==> src/rtl/bit_serial_alu.sv <==
// Bit-serial ALU: one WIDTH-bit operation evaluated LSB first through a single 1-bit slice,
// with a registered carry looping back each cycle. start/done handshake, registered result and flags.
//   state  | meaning
//   IDLE   | waiting for start; operands captured on accept
//   RUN    | one bit per cycle, index 0..WIDTH-1
//   DONE   | one-cycle done pulse; start here is accepted for back-to-back ops
module bit_serial_alu #(
    parameter int WIDTH = 64
) (
    input  logic             clk,
    input  logic             reset,
    input  logic             start,
    input  logic [WIDTH-1:0] A,
    input  logic [WIDTH-1:0] B,
    input  logic [2:0]       cntrl,
    output logic             busy,
    output logic             done,
    output logic [WIDTH-1:0] result,
    output logic             negative,
    output logic             zero,
    output logic             overflow,
    output logic             carry_out
);

    localparam int IW = $clog2(WIDTH);
    localparam logic [IW-1:0] LAST_IDX = IW'(WIDTH - 1);

    localparam logic [2:0] OP_PASSB = 3'b000;
    localparam logic [2:0] OP_ADD   = 3'b010;
    localparam logic [2:0] OP_SUB   = 3'b011;
    localparam logic [2:0] OP_AND   = 3'b100;
    localparam logic [2:0] OP_OR    = 3'b101;
    localparam logic [2:0] OP_XOR   = 3'b110;

    typedef enum logic [1:0] {
        S_IDLE = 2'd0,
        S_RUN  = 2'd1,
        S_DONE = 2'd2
    } state_t;

    state_t           r_state;
    state_t           w_next;
    logic             w_accept;
    logic             w_last;

    logic [WIDTH-1:0] r_a;
    logic [WIDTH-1:0] r_b;
    logic [2:0]       r_op;
    logic [IW-1:0]    r_idx;
    logic             r_carry;
    logic [WIDTH-1:0] r_shift;

    logic [WIDTH-1:0] r_result;
    logic             r_negative;
    logic             r_zero;
    logic             r_overflow;
    logic             r_carry_out;

    logic             w_a_bit;
    logic             w_b_bit;
    logic             w_b_eff;
    logic             w_sum;
    logic             w_slice_c;
    logic             w_slice_r;
    logic             w_arith;
    logic [WIDTH-1:0] w_shift_next;

    assign w_last = (r_state == S_RUN) && (r_idx == LAST_IDX);

    always_ff @(posedge clk or negedge reset) begin
        if (!reset) begin
            r_state <= S_IDLE;
        end else begin
            r_state <= w_next;
        end
    end

    always_comb begin
        w_next   = r_state;
        w_accept = 1'b0;
        case (r_state)
            S_IDLE: begin
                if (start) begin
                    w_accept = 1'b1;
                    w_next   = S_RUN;
                end
            end
            S_RUN: begin
                if (w_last) begin
                    w_next = S_DONE;
                end
            end
            S_DONE: begin
                if (start) begin
                    w_accept = 1'b1;
                    w_next   = S_RUN;
                end else begin
                    w_next = S_IDLE;
                end
            end
            default: begin
                w_next = S_IDLE;
            end
        endcase
    end

    // Single 1-bit slice; subtract inverts B and relies on the carry preloaded to 1.
    always_comb begin
        w_a_bit   = r_a[r_idx];
        w_b_bit   = r_b[r_idx];
        w_b_eff   = w_b_bit ^ (r_op == OP_SUB);
        w_sum     = w_a_bit ^ w_b_eff ^ r_carry;
        w_slice_c = (w_a_bit & w_b_eff) | (w_a_bit & r_carry) | (w_b_eff & r_carry);
        w_slice_r = 1'b0;
        case (r_op)
            OP_PASSB: w_slice_r = w_b_bit;
            OP_ADD:   w_slice_r = w_sum;
            OP_SUB:   w_slice_r = w_sum;
            OP_AND:   w_slice_r = w_a_bit & w_b_bit;
            OP_OR:    w_slice_r = w_a_bit | w_b_bit;
            OP_XOR:   w_slice_r = w_a_bit ^ w_b_bit;
            default:  w_slice_r = 1'b0;
        endcase
    end

    assign w_arith      = (r_op == OP_ADD) || (r_op == OP_SUB);
    assign w_shift_next = {w_slice_r, r_shift[WIDTH-1:1]};

    always_ff @(posedge clk or negedge reset) begin
        if (!reset) begin
            r_a         <= '0;
            r_b         <= '0;
            r_op        <= '0;
            r_idx       <= '0;
            r_carry     <= 1'b0;
            r_shift     <= '0;
            r_result    <= '0;
            r_negative  <= 1'b0;
            r_zero      <= 1'b0;
            r_overflow  <= 1'b0;
            r_carry_out <= 1'b0;
        end else if (w_accept) begin
            r_a     <= A;
            r_b     <= B;
            r_op    <= cntrl;
            r_idx   <= '0;
            r_carry <= (cntrl == OP_SUB);
            r_shift <= '0;
        end else if (r_state == S_RUN) begin
            r_shift <= w_shift_next;
            r_carry <= w_slice_c;
            if (w_last) begin
                // On the MSB cycle r_carry is the carry into the MSB, w_slice_c the carry out.
                r_result    <= w_shift_next;
                r_negative  <= w_slice_r;
                r_zero      <= ~|w_shift_next;
                r_overflow  <= w_arith & (r_carry ^ w_slice_c);
                r_carry_out <= w_arith & w_slice_c;
            end else begin
                r_idx <= r_idx + IW'(1);
            end
        end
    end

    assign busy      = (r_state == S_RUN);
    assign done      = (r_state == S_DONE);
    assign result    = r_result;
    assign negative  = r_negative;
    assign zero      = r_zero;
    assign overflow  = r_overflow;
    assign carry_out = r_carry_out;

endmodule

==> config.mk <==
export PLATFORM = sky130hd
export DESIGN_NAME = bit_serial_alu
export DESIGN_NICKNAME = d
export VERILOG_FILES = /design/src/rtl/bit_serial_alu.sv
export SDC_FILE = /design/constraint.sdc
export NUM_CORES = 1
export LEC_CHECK = 0
export BUFFER_PORTS_ARGS = -buffer_cell sky130_fd_sc_hd__buf_2
export CORE_AREA = 4 4 164 166
export CTS_BUF_LIST = sky130_fd_sc_hd__clkbuf_8
export CTS_CLUSTER_DIAMETER = 120
export CTS_CLUSTER_SIZE = 10
export DETAILED_ROUTE_END_ITERATION = 6
export DIE_AREA = 0 0 168 170
export PLACE_DENSITY = 0.72
export SETUP_SLACK_MARGIN = 0.3
export SLEW_MARGIN = 5
export SYNTH_ARGS = -nofsm -noshare
export SYNTH_HDL_FRONTEND = slang
export SYNTH_SLANG_ARGS = --single-unit
==> constraint.sdc <==
create_clock -name clk -period 3.9 [get_ports clk]
set_input_delay 0.585 -clock clk [delete_from_list [all_inputs] [get_ports clk]]
set_output_delay 0.585 -clock clk [all_outputs]
set_load 0.02 [all_outputs]
==> results summary <==
The flow ran to the end, and the final reports show no timing, DRC or antenna violations. Pin placement for this block handled 204 I/O pins. After detailed routing, the wire length on met1 is 11800 um. The fraction of synthesis flops using an asynchronous set or reset pin is 1.00. In this run the power density over the cells is 713 mW/mm^2. TritonCTS built the clock tree. The number of violations reported at the end of detailed-routing iteration 0 is 591. The post-synthesis cell area is 0.0113 mm^2. Synthesis inferred 270 register bits. The final layout contains routed wiring with a total length of 26300 um. In the layout the commonest cells are sky130_fd_sc_hd__nand2_1 (400), sky130_fd_sc_hd__dfrtp_1 (269), sky130_fd_sc_hd__buf_2 (202). The arrival time reported for the critical path endpoint is 3.96 ns. The share of synthesized area in the top cell type comes to 0.598. STA puts the critical path data required time at 4.36 ns.

The HPWL after detailed placement is 18100 um. The quantity of I/O buffers inserted on ports is 203. The met2 wire length came out at 12100 um. The number of antenna violations at the first check in global routing came out at 2. The final number of hold-violating endpoints came out at 0. The number of nets in the finished design is 1332. Summed over all instances, the cell type with the most area after synthesis is sky130_fd_sc_hd__dfrtp_1. The global-route wire length before repair is 42100 um. The finished cells cover 0.0132 mm^2. In the synthesized netlist the dominant register cell turns out to be sky130_fd_sc_hd__dfrtp_1. The highest metal layer with signal wires is met5. The transition at the pin with the smallest max-transition slack came out at 1.05 ns. In this run the core area contains 59 standard-cell rows. The tree is rooted in a sky130_fd_sc_hd__clkbuf_8. The aggregate global routing overflow is 0. The final route contains 7970 vias. After clock tree synthesis, the clock-pin slew on the worst setup and hold paths is 0.07 ns. STA classifies the critical path startpoint as a flip-flop. The final setup skew came out at 0.0116 ns.

The number of nets produced by synthesis is 1138. The library cell used most frequently in the layout, excluding fill and tap cells, is sky130_fd_sc_hd__nand2_1. The weighted congestion reported at the end of routability-driven placement came out at 0.819. The setup path with the least slack is of type flip-flop to flip-flop.

Setup repair after global routing left no endpoint under its margin. The worst slew margin relative to its limit came out at 0.301. The share of the clock period used by the worst path after layout is 0.897. Setup violations remaining at the end of the flow were counted as 0. The overall global routing resource usage came out at 0.180. The share of the Yosys chip area taken by registers is 0.598. The longest clock path from root to sink contains 3 buffers.

Counting distinct cell types in the post-synthesis netlist gives 40. In the routed layout, each cell is associated on average with a via count of 5.21. The total clock buffers created by CTS came out at 30.

The share of cells above drive strength 1 is 0.299. Timing would allow up to 286 MHz. The kind of capture point of the worst setup path is a flip-flop. Entering global routing, the biggest net connects 115 pins.

The instance count of the mapped netlist is 1000. 0 antenna diodes ended up in the layout. The maximum vdd drop came out at 0.396 mV. The maximum fanout count along the critical path came out at 10. The area growth from synthesis to layout came out at 16.6%.

The met3 wirelength from detailed routing came out at 1610 um. The Yosys warning count is 0. Each instance of the synthesized netlist takes up on average 11.3 um^2. The number of pins exceeding their max-slew limit in the final report is 0. The worst hold path belongs to the class primary input to asynchronous set/reset pin. The count of fill cells added during filler insertion is 2277. The height of the die came out at 170 um.

The first detailed-routing pass ran for 5 iterations. The starting utilization of the core area is 0.441. The design draws 9.40 mW. The leakage dissipation is 6.98 nW. The aggregate negative setup slack is 0 ns. The area of the die came out at 0.0286 mm^2. Subtracting the final worst setup slack from the clock period gives 3.50 ns. The via count of the first global-routing pass came out at 7940. CTS built an H-tree with a depth of 1. The core region is 0.0256 mm^2. Across the run, the number of max-cap violations was 0. After clock tree synthesis, the flow added hold-fix buffers numbering 0.

For this run, design rule violations remaining after detail routing come to 0. After synthesis, the cell types taking the most area are sky130_fd_sc_hd__dfrtp_1 (60%), sky130_fd_sc_hd__nand2_1 (13%), sky130_fd_sc_hd__mux2_2 (6.5%), sky130_fd_sc_hd__mux4_2 (5.4%), sky130_fd_sc_hd__a22o_1 (5.0%). Dividing the detail-routed wire length by the instance count gives 17.2 um. The placed cell area is 0.0127 mm^2.

The x dimension of the die is 168 um. The detail route stage leaves a number of antenna-violating nets equal to 0. The count of flip-flops with a built-in enable after synthesis came out at 0. The number of clock sinks seen by CTS is 270. Clock latency on the worst-skew pair, taken at its later pin, is 0.58 ns.
-- cell type report --
| type | count | area, um^2 | area share |
|---|---|---|---|
| flip-flops and latches | 270 | 6760 | 0.513 |
| multi-input cells | 660 | 4280 | 0.325 |
| repair buffers | 224 | 1260 | 0.0958 |
| well taps | 335 | 419 | 0.0318 |
| clock buffers | 30 | 413 | 0.0313 |
| inverters | 8 | 30.0 | 0.00228 |
| clock inverters | 2 | 12.5 | 0.000949 |
-- power by group --
group / switching [mW] / leakage [nW] / total, mW / internal (mW)
combinational: 1.59 / 3.23 / 3.25 / 1.65
clock: 0.907 / 0.226 / 1.59 / 0.686
sequential: 0.770 / 3.53 / 4.56 / 3.79
total: 3.27 / 6.98 / 9.40 / 6.13
-- flip-flops by register name (all words and copies together), names as in the netlist, 2 cells and up --
| signal | flops |
|---|---|
| r_b | 64 |
| r_a | 64 |
| r_idx | 6 |
| r_state | 2 |
| result | 64 |
| r_shift | 63 |
| r_op | 3 |
-- timing repair --
action,in CTS,in global routing
resized for setup,0,6
setup endpoints to repair,0,2
buffers inserted,0,3
-- per-stage QoR --
stage / worst slack, ns / util / std cells / hold slack (ns)
floorplan: 0.528 / - / 1000 / 0.289
global placement: 0.467 / 0.495 / 1493 / 0.451
detailed placement: 0.366 / 0.495 / 1493 / 0.458
CTS: 0.351 / 0.511 / 1525 / 0.0755
global route: 0.282 / 0.514 / 1529 / 0.111
finish: 0.400 / 0.514 / 1529 / 0.0645
-- kinds of logic after synthesis --
| kind of cell | share of synthesized area |
|---|---|
| XOR/XNOR | 0.00465 |
| adder cells (fa/ha/maj) | 0.00510 |
| flip-flops | 0.598 |
| multiplexers | 0.143 |
| AND/OR/NAND/NOR | 0.160 |
| buffers and inverters | 0.0268 |
| AO/OA/AOI/OAI | 0.0617 |
-- layer usage --
layer,vias up,GRT usage
li1,3766,-
met5,-,0
met2,254,0.281
met1,3888,0.257
met4,4,0.0526
met3,58,0.0372
-- synthesized netlist by cell type (all sizes together) (4+ instances only) --
cell type / count
nand3: 8
inv: 8
mux4: 33
buf: 17
mux2: 65
mux2i: 12
nor3: 5
nor2: 12
o21ai: 5
clkbuf: 45
a22o: 64
nor4: 16
nor2b: 5
nand2: 400
dfrtp: 270
nand4: 5
xnor2: 4
-- path summary, 6_finish.rpt --
check	slack (ns)	from	to	cells past startpoint
max in group asynchronous	2.93	reset	result[46]	2
min in group clk	0.20	A[9]	r_a[9]	3
hold reg to reg	0.47	r_b[1]	r_b[1]	2
hold / removal	0.06	reset	result[10]	1
setup / recovery	0.40	r_idx[0]	result[63]	10
setup reg to reg	0.40	r_idx[0]	result[63]	10
-- critical path, stage by stage (launching register included) --
cell and delay, ns:
sky130_fd_sc_hd__dfrtp_2 0.45, sky130_fd_sc_hd__buf_12 0.17, sky130_fd_sc_hd__mux4_2 0.49, sky130_fd_sc_hd__mux4_2 0.49, sky130_fd_sc_hd__mux4_2 0.54, sky130_fd_sc_hd__inv_2 0.07
sky130_fd_sc_hd__ha_1 0.21, sky130_fd_sc_hd__mux2_2 0.27, sky130_fd_sc_hd__o211ai_1 0.20, sky130_fd_sc_hd__o2111ai_2 0.19, sky130_fd_sc_hd__mux2_2 0.30
Note: power is estimated with default switching activity, not from simulation.
